--- src/rtl/multi_cycle_control_pkg.sv ---
`default_nettype none
// ============================================================================
// Module   : multi_cycle_control_pkg
// Brief    : Shared state encoding and default constants for the controller.
// Revision : 1.0
// ============================================================================
package multi_cycle_control_pkg;

    typedef enum logic [2:0] {
        ST_IDLE      = 3'd0,
        ST_FETCH     = 3'd1,
        ST_DECODE    = 3'd2,
        ST_EXECUTE   = 3'd3,
        ST_MEM       = 3'd4,
        ST_WRITEBACK = 3'd5,
        ST_HALT      = 3'd6,
        ST_ERROR     = 3'd7
    } state_t;

    localparam int         c_op_w        = 3;
    localparam logic [7:0] c_imm_mask    = 8'b0001_0000;
    localparam logic [7:0] c_wb_mask     = 8'b0011_1111;
    localparam int         c_op_add      = 0;
    localparam int         c_op_mov      = 4;
    localparam int         c_ld_op       = 5;
    localparam int         c_st_op       = 6;
    localparam int         c_halt_op     = 7;
    localparam int         c_mem_timeout = 15;
    localparam int         c_cnt_w       = 16;

    // Counter must hold the value TIMEOUT itself; never narrower than one bit.
    function automatic int timer_width(input int timeout);
        return (timeout < 1) ? 1 : $clog2(timeout + 1);
    endfunction

endpackage : multi_cycle_control_pkg
`default_nettype wire

--- src/rtl/multi_cycle_control_if.sv ---
`default_nettype none
// ============================================================================
// Module   : multi_cycle_control_if
// Brief    : Fetch/decode, memory handshake and datapath control bundle.
// Revision : 1.0
// ============================================================================
interface multi_cycle_control_if #(
    parameter int OP_W  = 3,
    parameter int CNT_W = 16
);
    logic              start;
    logic [OP_W-1:0]   opcode;
    logic              memReady;
    logic [OP_W-1:0]   aluOp;
    logic              nextIns;
    logic              immediate;
    logic              regWrite;
    logic              memRead;
    logic              memWrite;
    logic              memToReg;
    logic              done;
    logic              error;
    logic [2:0]        state;
    logic [CNT_W-1:0]  retired;

    // Controller side
    modport master (
        input  start, opcode, memReady,
        output aluOp, nextIns, immediate, regWrite, memRead, memWrite,
               memToReg, done, error, state, retired
    );

    // Datapath / sequencing side
    modport slave (
        output start, opcode, memReady,
        input  aluOp, nextIns, immediate, regWrite, memRead, memWrite,
               memToReg, done, error, state, retired
    );
endinterface : multi_cycle_control_if
`default_nettype wire

--- src/rtl/multi_cycle_control_mem_wait_timer.sv ---
`default_nettype none
// ============================================================================
// Module   : multi_cycle_control_mem_wait_timer
// Brief    : Counts MEM cycles spent waiting for memReady; flags the limit.
// Revision : 1.0
// ============================================================================
module multi_cycle_control_mem_wait_timer
    import multi_cycle_control_pkg::*;
#(
    parameter int TIMEOUT = c_mem_timeout
) (
    input  logic clock,
    input  logic reset,
    input  logic clear,
    input  logic enable,
    output logic expired
);
    localparam int c_tw = timer_width(TIMEOUT);

    logic [c_tw-1:0] r_wait_cnt;

    always_ff @(posedge clock) begin
        if (reset || clear) begin
            r_wait_cnt <= '0;
        end else if (enable && !expired) begin
            r_wait_cnt <= r_wait_cnt + c_tw'(1);
        end
    end

    assign expired = (r_wait_cnt == c_tw'(TIMEOUT));

endmodule : multi_cycle_control_mem_wait_timer
`default_nettype wire

--- src/rtl/multi_cycle_control.sv ---
`default_nettype none
// ============================================================================
// Module   : multi_cycle_control
// Brief    : Multi-cycle instruction sequencer with memory timeout and
//            retired-instruction counter; Moore outputs only.
// Revision : 1.0
// ============================================================================
module multi_cycle_control
    import multi_cycle_control_pkg::*;
#(
    parameter int                  OP_W        = c_op_w,
    parameter logic [2**OP_W-1:0]  IMM_MASK    = (2**OP_W)'(c_imm_mask),
    parameter logic [2**OP_W-1:0]  WB_MASK     = (2**OP_W)'(c_wb_mask),
    parameter int                  LD_OP       = c_ld_op,
    parameter int                  ST_OP       = c_st_op,
    parameter int                  HALT_OP     = c_halt_op,
    parameter int                  MEM_TIMEOUT = c_mem_timeout,
    parameter int                  CNT_W       = c_cnt_w
) (
    input  logic                  clock,
    input  logic                  reset,
    multi_cycle_control_if.master bus
);
    localparam logic [OP_W-1:0] c_ld   = OP_W'(LD_OP);
    localparam logic [OP_W-1:0] c_st   = OP_W'(ST_OP);
    localparam logic [OP_W-1:0] c_halt = OP_W'(HALT_OP);

    state_t           r_state;
    state_t           w_next_state;
    logic [OP_W-1:0]  r_op_reg;
    logic [CNT_W-1:0] r_retired;

    logic w_is_ld;
    logic w_is_st;
    logic w_timer_clear;
    logic w_timer_enable;
    logic w_timer_expired;

    logic w_next_ins;
    logic w_immediate;
    logic w_reg_write;
    logic w_mem_read;
    logic w_mem_write;
    logic w_mem_to_reg;
    logic w_done;
    logic w_error;

    assign w_is_ld = (r_op_reg == c_ld);
    assign w_is_st = (r_op_reg == c_st);

    assign w_timer_clear  = (r_state == ST_EXECUTE);
    assign w_timer_enable = (r_state == ST_MEM) && !bus.memReady;

    multi_cycle_control_mem_wait_timer #(
        .TIMEOUT (MEM_TIMEOUT)
    ) u_mem_wait_timer (
        .clock   (clock),
        .reset   (reset),
        .clear   (w_timer_clear),
        .enable  (w_timer_enable),
        .expired (w_timer_expired)
    );

    always_ff @(posedge clock) begin
        if (reset) begin
            r_state   <= ST_IDLE;
            r_op_reg  <= '0;
            r_retired <= '0;
        end else begin
            r_state <= w_next_state;
            if (r_state == ST_DECODE) begin
                r_op_reg <= bus.opcode;
            end
            if (r_state == ST_WRITEBACK) begin
                r_retired <= r_retired + CNT_W'(1);
            end
        end
    end

    always_comb begin
        w_next_state = r_state;
        case (r_state)
            ST_IDLE:      if (bus.start) w_next_state = ST_FETCH;
            ST_FETCH:     w_next_state = ST_DECODE;
            ST_DECODE:    w_next_state = (bus.opcode == c_halt) ? ST_HALT : ST_EXECUTE;
            ST_EXECUTE:   w_next_state = (w_is_ld || w_is_st) ? ST_MEM : ST_WRITEBACK;
            // A completed handshake wins over an expiring timer in the same cycle.
            ST_MEM: begin
                if (bus.memReady) begin
                    w_next_state = ST_WRITEBACK;
                end else if (w_timer_expired) begin
                    w_next_state = ST_ERROR;
                end
            end
            ST_WRITEBACK: w_next_state = ST_FETCH;
            ST_HALT:      w_next_state = ST_HALT;
            ST_ERROR:     w_next_state = ST_ERROR;
            default:      w_next_state = ST_IDLE;
        endcase
    end

    always_comb begin
        w_next_ins   = 1'b0;
        w_immediate  = 1'b0;
        w_reg_write  = 1'b0;
        w_mem_read   = 1'b0;
        w_mem_write  = 1'b0;
        w_mem_to_reg = 1'b0;
        w_done       = 1'b0;
        w_error      = 1'b0;
        case (r_state)
            ST_FETCH:     w_next_ins  = 1'b1;
            ST_EXECUTE:   w_immediate = IMM_MASK[r_op_reg];
            ST_MEM: begin
                w_mem_read  = w_is_ld;
                w_mem_write = w_is_st;
            end
            // Stores never write the register file, whatever their mask bit says.
            ST_WRITEBACK: begin
                w_reg_write  = WB_MASK[r_op_reg] && !w_is_st;
                w_mem_to_reg = w_is_ld;
            end
            ST_HALT:      w_done  = 1'b1;
            ST_ERROR:     w_error = 1'b1;
            default:      ;
        endcase
    end

    assign bus.aluOp     = r_op_reg;
    assign bus.nextIns   = w_next_ins;
    assign bus.immediate = w_immediate;
    assign bus.regWrite  = w_reg_write;
    assign bus.memRead   = w_mem_read;
    assign bus.memWrite  = w_mem_write;
    assign bus.memToReg  = w_mem_to_reg;
    assign bus.done      = w_done;
    assign bus.error     = w_error;
    assign bus.state     = r_state;
    assign bus.retired   = r_retired;

endmodule : multi_cycle_control
`default_nettype wire

--- src/flat_wrapper.sv ---
// flat-port wrapper written by rule: the top's interface ports become plain ports
module multi_cycle_control_flat import multi_cycle_control_pkg::*;
#(
    parameter int                  OP_W        = c_op_w,
    parameter logic [2**OP_W-1:0]  IMM_MASK    = (2**OP_W)'(c_imm_mask),
    parameter logic [2**OP_W-1:0]  WB_MASK     = (2**OP_W)'(c_wb_mask),
    parameter int                  LD_OP       = c_ld_op,
    parameter int                  ST_OP       = c_st_op,
    parameter int                  HALT_OP     = c_halt_op,
    parameter int                  MEM_TIMEOUT = c_mem_timeout,
    parameter int                  CNT_W       = c_cnt_w
)
  (clock, reset, bus_start, bus_opcode, bus_memReady, bus_aluOp, bus_nextIns, bus_immediate, bus_regWrite, bus_memRead, bus_memWrite, bus_memToReg, bus_done, bus_error, bus_state, bus_retired);
  multi_cycle_control_if #(.OP_W(OP_W), .CNT_W(CNT_W)) bus_i ();
  input  logic clock;
  input  logic reset;
  input wire logic [$bits(bus_i.start)-1:0] bus_start;
  input wire logic [$bits(bus_i.opcode)-1:0] bus_opcode;
  input wire logic [$bits(bus_i.memReady)-1:0] bus_memReady;
  output wire logic [$bits(bus_i.aluOp)-1:0] bus_aluOp;
  output wire logic [$bits(bus_i.nextIns)-1:0] bus_nextIns;
  output wire logic [$bits(bus_i.immediate)-1:0] bus_immediate;
  output wire logic [$bits(bus_i.regWrite)-1:0] bus_regWrite;
  output wire logic [$bits(bus_i.memRead)-1:0] bus_memRead;
  output wire logic [$bits(bus_i.memWrite)-1:0] bus_memWrite;
  output wire logic [$bits(bus_i.memToReg)-1:0] bus_memToReg;
  output wire logic [$bits(bus_i.done)-1:0] bus_done;
  output wire logic [$bits(bus_i.error)-1:0] bus_error;
  output wire logic [$bits(bus_i.state)-1:0] bus_state;
  output wire logic [$bits(bus_i.retired)-1:0] bus_retired;
  assign bus_i.start = bus_start;
  assign bus_i.opcode = bus_opcode;
  assign bus_i.memReady = bus_memReady;
  assign bus_aluOp = bus_i.aluOp;
  assign bus_nextIns = bus_i.nextIns;
  assign bus_immediate = bus_i.immediate;
  assign bus_regWrite = bus_i.regWrite;
  assign bus_memRead = bus_i.memRead;
  assign bus_memWrite = bus_i.memWrite;
  assign bus_memToReg = bus_i.memToReg;
  assign bus_done = bus_i.done;
  assign bus_error = bus_i.error;
  assign bus_state = bus_i.state;
  assign bus_retired = bus_i.retired;
  multi_cycle_control #(.OP_W(OP_W), .IMM_MASK(IMM_MASK), .WB_MASK(WB_MASK), .LD_OP(LD_OP), .ST_OP(ST_OP), .HALT_OP(HALT_OP), .MEM_TIMEOUT(MEM_TIMEOUT), .CNT_W(CNT_W)) u_core (.clock(clock), .reset(reset), .bus(bus_i));
endmodule
--- config.mk ---
export PLATFORM = sky130hd
export DESIGN_NAME = multi_cycle_control_flat
export DESIGN_NICKNAME = d
export VERILOG_FILES = /design/src/rtl/multi_cycle_control_pkg.sv /design/src/rtl/multi_cycle_control_if.sv /design/src/rtl/multi_cycle_control_mem_wait_timer.sv /design/src/rtl/multi_cycle_control.sv /design/src/flat_wrapper.sv
export SDC_FILE = /design/constraint.sdc
export NUM_CORES = 1
export LEC_CHECK = 0
export BUFFER_PORTS_ARGS = -buffer_cell sky130_fd_sc_hd__buf_2
export CAP_MARGIN = 40
export CORE_ASPECT_RATIO = 0.8
export CORE_UTILIZATION = 45
export DETAILED_ROUTE_END_ITERATION = 8
export PLACE_DENSITY = 0.7
export SYNTH_ARGS = -nofsm -noshare
export SYNTH_HDL_FRONTEND = slang
export SYNTH_SLANG_ARGS = --single-unit
--- constraint.sdc ---
create_clock -name clock -period 3.55 [get_ports clock]
set_input_delay 0.355 -clock clock [delete_from_list [all_inputs] [get_ports clock]]
set_output_delay 0.355 -clock clock [all_outputs]
set_load 0.02 [all_outputs]
# After elaboration in Yosys (flattened, before gate mapping)
# Memory sizes are Yosys's and may differ from the RTL's. A register that Yosys moved wholly into a read port is not among the register bits.
# Index checks and enable logic that the tools add are counted.
[totals]
regBits = 26
rom_bits = 16
input_bits = 7
memories = 2
elab_cells = 52
output_inout_bits = 30
[memory_table]
columns = ["name", "depth", "word_bits", "read_ports", "rd_ports_with_merged_regs", "write_ports", "line", "source"]
rows = [
  ["(no name shown)", 8, 1, 1, 1, 0, "multi_cycle_control.sv:113", "ST_EXECUTE: w_immediate = IMM_MASK[r_op_reg];"],
  ["(no name shown)", 8, 1, 1, 1, 0, "multi_cycle_control.sv:120", "w_reg_write = WB_MASK[r_op_reg] && !w_is_st;"],
]
[op_classes]
n_mux = 20
reduce_logical = 10
add_sub_neg = 2
magnitude_cmp = 1
eq_ne = 13
[ops]
columns = ["cell", "n"]
rows = [
  ["$mux W3", 8],
  ["$pmux W3 S8", 1],
  ["$eq A3 B3 Y1 const B", 7],
  ["$add A16 B1 Y16 const B", 1],
  ["$mux W1", 11],
  ["$eq A3 B2 Y1 const B", 2],
  ["$add A4 B1 Y4 const B", 1],
  ["$eq A4 B4 Y1 const B", 1],
  ["$lt A3 B4 Y1 const B", 1],
  ["$eq A3 B1 Y1 const B", 1],
  ["$logic_and A1 B1 Y1", 3],
  ["$logic_not A1 Y1", 3],
  ["$logic_not A3 Y1", 1],
  ["$ne A3 B3 Y1 const B", 1],
  ["$logic_or A1 B1 Y1", 2],
  ["$ne A2 B2 Y1 const B", 1],
  ["$reduce_and A2 Y1", 1],
]

# Longest topological paths before layout
# Gate-level depths: netlist (run 1).
[depth]
ltp_word = 4
ltp_mapped = 6
depth_no_buf = 5

# Cells and area by module
# Synthesis (run 1) repeated with hierarchy kept, for this count alone.
[unflattened]
cells_unflattened = 165
hier_area_um2 = 1416.4
[modules_own_cells]
columns = ["module", "seq_area_each_um2", "n_inst", "cells_per_inst", "area_each_um2"]
rows = [
  ["multi_cycle_control", 480.5, 1, 143, 1204.9],
  ["multi_cycle_control_mem_wait_timer", 80.1, 1, 22, 211.5],
]

# Least setup slack after synthesis (run 1)
# OpenSTA, ideal clock, no wires.
[synth_path]
path_type = "register to output"
startpoint = "reg u_core.r_state[0], in the netlist u_core.bus.state[0]"
endpoint = "out bus_memWrite"
path_buffers = 1
path_stages_with_launch = 5
slack_ns = 1.836
t_arrival_ns = 1.359
required_time_ns = 3.195
cell_sequence = "dfxtp_1 > buf_6 > nor2_1 > nand3_1 > nor3b_1"
[synth_via]
elab_chain_cells = 2
[synth_lines]
columns = ["item", "line", "source"]
rows = [
  ["from (decl)", "multi_cycle_control.sv:28", "state_t r_state;"],
  ["from (signal assigned)", "multi_cycle_control.sv:70", "r_state <= w_next_state;"],
  ["$eq A3 B3 Y1", "multi_cycle_control.sv:111", "case (r_state)"],
  ["$mux W1", "multi_cycle_control.sv:111", ""],
  ["to (decl)", "flat_wrapper.sv:25", "output wire logic [$bits(bus_i.memWrite)-1:0] bus_memWrite;"],
]
# No other way between the ends.

# Final worst setup path (run 1)
[layout_path]
startpoint = "reg u_core.r_state[1], in the netlist u_core.bus.state[1]"
endpoint = "out bus_memToReg"
[layout_via]
elab_chain_cells = 2
[layout_lines]
columns = ["item", "line", "source"]
rows = [
  ["$eq A3 B3 Y1", "multi_cycle_control.sv:111", ""],
  ["$mux W1", "multi_cycle_control.sv:111", ""],
  ["to (decl)", "flat_wrapper.sv:26", "output wire logic [$bits(bus_i.memToReg)-1:0] bus_memToReg;"],
]
# No other way between the ends.

==> results of run 1 <==
==> cell type report <==
| cell class | count | area [sq um] | share of cell area |
|---|---|---|---|
| Clock buffer | 3 | 41.29 | 0.02580 |
| Inverter | 3 | 11.26 | 0.007037 |
| Multi-Input combinational cell | 119 | 759.5 | 0.4746 |
| Sequential cell | 28 | 560.5 | 0.3503 |
| Tap cell | 38 | 47.55 | 0.02971 |
| Timing Repair Buffer | 36 | 180.2 | 0.1126 |
==> power breakdown <==
group	switching, uW	internal [uW]	leakage, uW
Combinational	36.6	22.2	0.000446
Clock	91.8	76.1	0.0000216
Sequential	16.4	321	0.000226
==> worst min-delay path by stage <==
stage,slack (ns),startpoint,endpoint,cells past startpoint
2_1_floorplan,0.44,reset,u_core.bus.aluOp[0]$_SDFFE_PP0N_,1
3_3_place_gp,0.46,u_core.bus.retired[15]$_SDFFE_PP0N_,u_core.bus.retired[15]$_SDFFE_PP0N_,2
3_5_place_dp,0.47,u_core.u_mem_wait_timer.r_wait_cnt[1]$_SDFFE_PP0P_,u_core.u_mem_wait_timer.r_wait_cnt[1]$_SDFFE_PP0P_,2
4_1_cts,0.39,bus_opcode[0],u_core.bus.aluOp[0]$_SDFFE_PP0N_,3
5_1_grt,0.40,bus_opcode[0],u_core.bus.aluOp[0]$_SDFFE_PP0N_,3
6_report,0.40,bus_opcode[0],u_core.bus.aluOp[0]$_SDFFE_PP0N_,3
==> state kept, by name, indices dropped and copies added (netlist names), named ones only <==
| signal | cells |
|---|---|
| u_core.bus.aluOp | 3 |
| u_core.bus.retired | 16 |
| u_core.bus.state | 3 |
| u_core.u_mem_wait_timer.r_wait_cnt | 4 |
==> layout by cell type, fill, tap and decap left out, types with 2 or more instances in the layout <==
cell	count
nor4_1	3
nor2b_1	2
a21oi_1	12
or3_1	2
nand2_1	10
nor3b_1	3
nor3_1	5
or3_2	2
clkbuf_8	3
xnor2_1	5
ha_1	2
buf_2	36
and3_1	6
xor2_1	7
o21ai_0	7
nand3_1	8
dfxtp_1	28
and4b_1	2
mux2i_1	3
inv_1	3
nand4_1	4
nor2_1	21
==> through the flow <==
| step | utilization | instances | setup WS [ns] |
|---|---|---|---|
| finish | 0.5657 | 227 | 1.616 |
| global route | 0.5657 | 227 | 1.514 |
| CTS | 0.5657 | 227 | 1.613 |
| detailed placement | 0.5511 | 224 | 1.724 |
| global placement | 0.5511 | 224 | 1.804 |
| floorplan | - | 157 | 1.836 |
==> per-layer routing <==
metal	share of wire	global-route usage	wire length (um)	up-vias
met4	0.0060	0.04545	17	0
met1	0.51	0.2493	1448	555
met2	0.44	0.3174	1257	27
met3	0.044	0.04605	126	2
met5	0	0	0	-
li1	-	-	-	615
==> cells by family after synthesis <==
logic type | share of synthesized area
DFF | 0.4051
adders and majority gates | 0.01808
buffers and inverters | 0.04611
xor gates and xnor gates | 0.07595
muxes | 0.02170
and+or+nand+nor | 0.3418
AOI/OAI and AO/OA | 0.09133
==> worst max-delay path, stage by stage, from the launching register on <==
cell	delay, ns
dfxtp_1	0.57
inv_1	0.17
and3_1	0.25
and3_1	0.17
buf_2	0.15
==> metrics, run 1 <==
Residual DRC=0; total core area=roughly 0.0028 sq mm; Via Count=1199; largest area contributor in the netlist=dfxtp_1; RSZ-0062 raised after global routing=no; Peak VDD IR=0.2237 mV; Post-Route WL=2.850 mm; total chip power=563.7 uW; drt first-iter violations=38; clock buffer count from CTS=3; #FFs+latches synth=28; placed inst area=0.001559 sq mm; Via-to-Cell Ratio=5.282; num ports=37; initial antenna violation count=0; register area share after synthesis=0.4051; Tot GR Track Use=0.1907; endpoint type of the worst setup path=output pin; Post-synth EDFFs=0; Synth Flop Type=dfxtp_1; first-pass GRT wire length=4.871 mm; Tmin final=1.934 ns; Post-CTS Setup Repair Bufs=0; Post-synth top cells=dfxtp_1 (28), nor2_1 (21), a21oi_1 (12); setup_tns=0 ns; post-route cell area=0.001600 sq mm; most common cell in the netlist=dfxtp_1; row count=17; GRT overflow=0; CTS resizes=0; worst setup path end=bus_memToReg; worst min-delay path class=in -> reg; worst rel slew slack=0.6377; clk buf depth=2; Fillers=265; outcome=completed; fin crit share=0.5449; Synth cell types=38; maximum clock frequency=517.0 MHz; Area Overhead vs Synth=15.64%; post-synth top area share=0.4051; Leak=0.0006939 uW; CTS tree=yes; Placer Congestion=0.8392; Worst setup SP type=register; Avg WL per Cell=12.56 um; Antenna diodes=0; final hold viol count=0; Die X=64 um; clock root cell=clkbuf_8; final setup vio count=0; worst-path fanout max=13; port bufs=36; arrival time of the worst setup path=around 1.6 ns; Die ar.=about 0.0033 sq mm; Clock transition at path regs=0.09 ns; DIE HEIGHT=51.60 um; asr flop ratio synth=0; ratio of cells with drive above 1 in the final layout=0.2593; drt pass-1 iters=4; r2r setup slk=1.70 ns; largest net degree at the start of global routing=24; HPWL after DPL=2.142 mm; Avg Cell Area, Syn=8.814 sq um; DRT antenna net count=0; clock skew=0.0008946 ns; Max Cap Viol=0; post-synthesis net count=166; mapped cell area=0.001384 sq mm; Setup crit start=u_core.bus.state[1]$_SDFFE_PP0P_; H-tree levels=1; nets=200; WHS=0.3953 ns; clk_lat worst skew=0.27 ns; FF-to-FF path depth=4; synth warn=0; Power per Cell Area=352.2 mW/mm^2; Mapped Cells=157; r2r endpoint=u_core.bus.retired[14]$_SDFFE_PP0N_; synth top area cells=dfxtp_1 (41%), nor2_1 (5.7%), xor2_1 (4.4%), a21oi_1 (4.3%), xnor2_1 (3.2%); Slew @ Worst Pin=0.5423 ns; CTS sink count=28; r2r startpoint=u_core.bus.state[0]$_SDFFE_PP0P_; required time of the critical path=3.19 ns; fin. max-slew vios=0; initial core utilization=0.4892; vias in the first global route=1094; critical path class=reg -> out; # hold bufs at CTS=0
Power figures use the tool's default switching activity.
==> inputs of run 2 (changes only) <==
==> constraint.sdc (replaced) <==
create_clock -name clock -period 2.01 [get_ports clock]
set_input_delay 0.201 -clock clock [delete_from_list [all_inputs] [get_ports clock]]
set_output_delay 0.201 -clock clock [all_outputs]
set_load 0.02 [all_outputs]
==> run 2 against run 1 <==
Net effect: cell count grew 2.2%; non-clock buffer count grew 5; count of clock-buffer cells in the layout is the same; global-route usage grew 0.83 points; flip-flop and latch count is the same; critical endpoint unchanged; first-iteration DRC count grew 87%; design area grew 2.3%; core utilization grew 1.3 points; wire length grew 4.1%.
==> metrics, run 2 (same netlist as run 1, synthesis figures left out) <==
outcome=completed; Leak=around 0.00072 uW; routing usage on met2=0.2996; critical path's top delay family=flip-flops; most frequent cells in the layout=buf_2 (36), dfxtp_1 (28), nor2_1 (21); endpoint type of the worst setup path=output pin; RSZ-0062 raised after global routing=no; worst min-delay path class=in -> reg; placed cells=229; clock root cell=clkbuf_8; required time of the critical path=1.81 ns; Area Overhead vs Synth=18.35%; final setup vio count=0; Placer Congestion=between 0.9 and 1; arrival time of the worst setup path=1.61 ns; drt pass-1 iters=4; Tmin final=1.811 ns; Post-CTS Setup Repair Bufs=0; clock buffer count from CTS=3; GRT overflow=0; drt first-iter violations=71; final hold viol count=0; vias in the first global route=1072; Clock transition at path regs=0.09 ns; worst setup margin=0.1988 ns; worst-path fanout max=13; crit-path cells=inv_1 > and3_1 > and3_1 > buf_2; Worst setup SP type=register; Max Cap Viol=0; initial antenna violation count=0; gr busiest metal=met2; clk_lat worst skew=roughly 0.27 ns; maximum clock frequency=552.1 MHz; commonest non-fill, non-tap cell in the layout=buf_2; ratio of cells with drive above 1 in the final layout=0.2784; clk buf depth=2; row count=17; DRT antenna net count=0; Post-Route WL=2.966 mm; num ports=37; Avg WL per Cell=12.78 um; fin crit share=0.9011; total core area=0.002829 sq mm; clock skew=0.005109 ns; worst rel slew slack=0.6976; Via-to-Cell Ratio=5.177; largest net degree at the start of global routing=24; Slew @ Worst Pin=0.4530 ns; Final Non-Filler Cells=approximately 230; Setup crit start=u_core.bus.state[1]$_SDFFE_PP0P_; pre-CTS WS=0.2594 ns; fin. max-slew vios=0; Die ar.=roughly 0.0033 sq mm; r2r startpoint=u_core.bus.state[2]$_SDFFE_PP0P_; met3 Track Usage GR=0.04825; Antenna diodes=0; nets=205; CTS resizes=0; setup_tns=0 ns; critical path class=reg -> out; Residual DRC=0; HPWL after DPL=2.155 mm; CTS sink count=28; Peak VDD IR=0.3791 mV; # hold bufs at CTS=0; Tot GR Track Use=0.1989; Via Count=about 1200; CTS tree=yes; Power per Cell Area=615.9 mW/mm^2; H-tree levels=1; routing usage on met1=0.2772; Critical-path top delay cell=dfxtp_1; DIE HEIGHT=51.60 um; Worst path max stage delay=0.59 ns; initial core utilization=0.4892; first-pass GRT wire length=approximately 5 mm; worst path bufs/invs=2; origin of the worst min-delay path=bus_opcode[0]; max reg flops=16; most numerous cell on the critical path=and3_1; Die X=about 64 um; port bufs=36
[run 2: changes by cell type in the layout (fill, tap and decap cells not counted)]
cell   previous run  this run
buf_4             0         5
[run 2: metal layers]
| metal | up-vias | part of all wire |
|---|---|---|
| met5 | - | 0 |
| met4 | 0 | 0.0078 |
| met3 | 2 | 0.066 |
| met2 | 35 | 0.40 |
| met1 | 539 | 0.52 |
| li1 | 625 | - |
[run 2: cell type report]
class	instances	area (sq um)
Inverter	3	11.26
Sequential cell	28	560.5
Fill cell	284	1191
Tap cell	38	47.55
Multi-Input combinational cell	119	759.5
Timing Repair Buffer	41	217.7
Clock buffer	3	41.29
[run 2: worst reg2reg max path: stages (launching register included)]
cell and delay, ns:
dfxtp_1 0.61, nand3b_4 0.17, or2_1 0.32, or4_1 0.48, a21oi_1 0.14
[run 2: worst paths after layout]
| check | slack [ns] | endpoint | depth (start not counted) |
|---|---|---|---|
| setup / recovery | 0.20 | bus_memToReg | 4 |
| hold reg to reg | 0.49 | u_core.bus.retired[15]$_SDFFE_PP0N_ | 2 |
| setup reg to reg | 0.23 | u_core.bus.retired[15]$_SDFFE_PP0N_ | 4 |
| hold / removal | 0.24 | u_core.bus.aluOp[0]$_SDFFE_PP0N_ | 3 |
[run 2: per-stage QoR]
| step | power (uW) | instance area, sq um | util | hold slack (ns) |
|---|---|---|---|---|
| 3_3_place_gp | 715.6 | 1597 | 0.5644 | 0.4649 |
| 2_1_floorplan | 687.2 | 1384 | - | 0.2850 |
| 4_1_cts | 1015 | 1638 | 0.5789 | 0.2416 |
| 6_report | 1009 | 1638 | 0.5789 | 0.2406 |
| 3_5_place_dp | 720.8 | 1597 | 0.5644 | 0.4745 |
| 5_1_grt | 1061 | 1638 | 0.5789 | 0.2597 |
[run 2: where the power goes]
| group | internal (uW) | switching [uW] | total [uW] |
|---|---|---|---|
| logic | 45.2 | 68.8 | 114 |
| registers | 566 | 27.6 | 594 |
| clock network | 135 | 166 | 301 |
==> inputs of run 3 (changes only) <==
--- a/config.mk
+++ b/config.mk
@@ -8,6 +8,7 @@
 export BUFFER_PORTS_ARGS = -buffer_cell sky130_fd_sc_hd__buf_2
 export CAP_MARGIN = 40
 export CORE_ASPECT_RATIO = 0.8
+export CORE_MARGIN = 3
 export CORE_UTILIZATION = 45
 export DETAILED_ROUTE_END_ITERATION = 8
 export PLACE_DENSITY = 0.7
==> run 3 against run 2 <==
Net effect: maximum frequency fell by 1.2%; sequential share of layout area is 0.62 points lower; non-clock buffer count stayed put; die area rose by 14%; largest cell class unchanged.
==> metrics, run 3 (same netlist as run 1, synthesis figures left out) <==
H-tree levels=1; row count=17; Clock transition at path regs=0.10 ns; fin crit share=0.9117; first-pass GRT wire length=5.119 mm; num ports=37; nets=205; hold depth=3; internal power=878.4 uW; Area Overhead vs Synth=20.52%; final setup vio count=0; clk_lat worst skew=0.28 ns; endpoint type of the worst setup path=output pin; clock skew=0.006946 ns; Peak VDD IR=between 0.5 and 0.6 mV; Post-Route WL=3.120 mm; Tot GR Track Use=0.1746; HPWL after DPL=2.378 mm; commonest non-fill, non-tap cell in the layout=buf_2; Tmin final=around 1.8 ns; initial antenna violation count=0; Die X=just under 70 um; total core area=0.002850 sq mm; critical path class=reg -> out; r2r startpoint=u_core.bus.state[2]$_SDFFE_PP0P_; placed cells=229; Post-CTS Setup Repair Bufs=0; Die ar.=0.003781 sq mm; fin. max-slew vios=0; Via Count=roughly 1200; worst rel slew slack=0.7066; Critical-path top delay cell=dfxtp_1; FF-to-FF path depth=4; port bufs=36; most frequent cells in the layout=buf_2 (36), dfxtp_1 (28), nor2_1 (21); Endpoint, Worst Hold=u_core.bus.aluOp[0]$_SDFFE_PP0N_; worst min-delay path class=in -> reg; CTS tree=yes; worst-path fanout max=13; drt pass-1 iters=4; ratio of cells with drive above 1 in the final layout=0.2821; GRT overflow=0; origin of the worst min-delay path=bus_opcode[0]; maximum clock frequency=545.7 MHz; Fillers=between 200 and 300; required time of the critical path=approximately 1.8 ns; outcome=completed; arrival time of the worst setup path=roughly 1.6 ns; Seq pwr share=0.516; Via-to-Cell Ratio=5.245; Slew @ Worst Pin=0.4395 ns; Worst path max stage delay=0.59 ns; Residual DRC=0; Max Cap Viol=0; # hold bufs at CTS=0; CTS sink count=28; max reg flops=16; RSZ-0062 raised after global routing=no; clock root cell=clkbuf_8; Placer Congestion=0.8213; setup_tns=0 ns; drt first-iter violations=37; clk buf depth=2; most numerous cell on the critical path=and3_1; CTS resizes=0; Switching Share=0.2365; largest net degree at the start of global routing=24; Antenna diodes=0; Power per Cell Area=between 600 and 700 mW/mm^2; Avg WL per Cell=13.39 um; DIE HEIGHT=55.60 um; switching power=roughly 270 uW; clock buffer count from CTS=3; Comb power frac=0.099; vias in the first global route=between 1000 and 1500; Worst setup SP type=register; Final Non-Filler Cells=roughly 230; Leak=~0.00073 uW; final hold viol count=0; initial core utilization=0.4855; crit-path cells=inv_1 > and3_1 > and3_1 > buf_2; r2r endpoint=u_core.bus.retired[15]$_SDFFE_PP0N_; DRT antenna net count=0; Clock power frac=0.385; r2r setup slk=0.23 ns
## run 3: how the worst max path moves through the flow
stage	from	endpoint	slack, ns	depth (start not counted)
floorplan	u_core.bus.retired[0]$_SDFFE_PP0N_	u_core.bus.retired[14]$_SDFFE_PP0N_	0.32	6
global placement	u_core.bus.state[2]$_SDFFE_PP0P_	u_core.bus.retired[15]$_SDFFE_PP0N_	0.34	4
detailed placement	u_core.bus.state[2]$_SDFFE_PP0P_	u_core.bus.retired[15]$_SDFFE_PP0N_	0.28	4
CTS	u_core.bus.state[1]$_SDFFE_PP0P_	bus_memToReg	0.17	4
global route	u_core.bus.state[1]$_SDFFE_PP0P_	bus_memToReg	0.07	4
finish	u_core.bus.state[1]$_SDFFE_PP0P_	bus_memToReg	0.18	4
## run 3: layout make-up
class | instances | area, sq um | share of cell area
clock buffers | 3 | 41.29 | 0.02476
clock inverters | 1 | 30.03 | 0.01800
inverters | 3 | 11.26 | 0.006752
multi-input cells | 119 | 759.5 | 0.4554
flip-flops and latches | 28 | 560.5 | 0.3361
well taps | 38 | 47.55 | 0.02851
repair buffers | 41 | 217.7 | 0.1305
## run 3: worst max-delay path, delay by kind of cell (launching register included)
kind,cells,cell delay [ns]
flip-flops,1,0.59
buffers and inverters,2,0.33
AND/OR/NAND/NOR,2,0.42
## run 3: power groups by stage
stage	Combinational (uW)	Clock, uW	Sequential, uW
detailed placement	113	0	606
global placement	112	0	604
finish	114	443	593
CTS	114	450	593
floorplan	82.6	0	605
global route	124	475	597
## run 3: metrics by stage
step	util	instance area, sq um	setup slack, ns	total power (uW)	hold WS (ns)
after detailed placement	0.5601	1597	0.2803	719.6	0.4700
after global placement	0.5601	1597	0.3384	716.4	0.4667
after CTS	0.5852	1668	0.1709	1158	0.2172
final	0.5852	1668	0.1775	1151	0.2173
after floorplan	-	1384	0.3205	687.2	0.2850
after global routing	0.5852	1668	0.06627	1196	0.2457
## run 3: layer usage
metal	wire length, um	share of wire	GRT usage
met4	19	0.0061	0.03116
met3	137	0.044	0.05253
met2	1498	0.48	0.2830
met1	1465	0.47	0.2292
met5	0	0	0
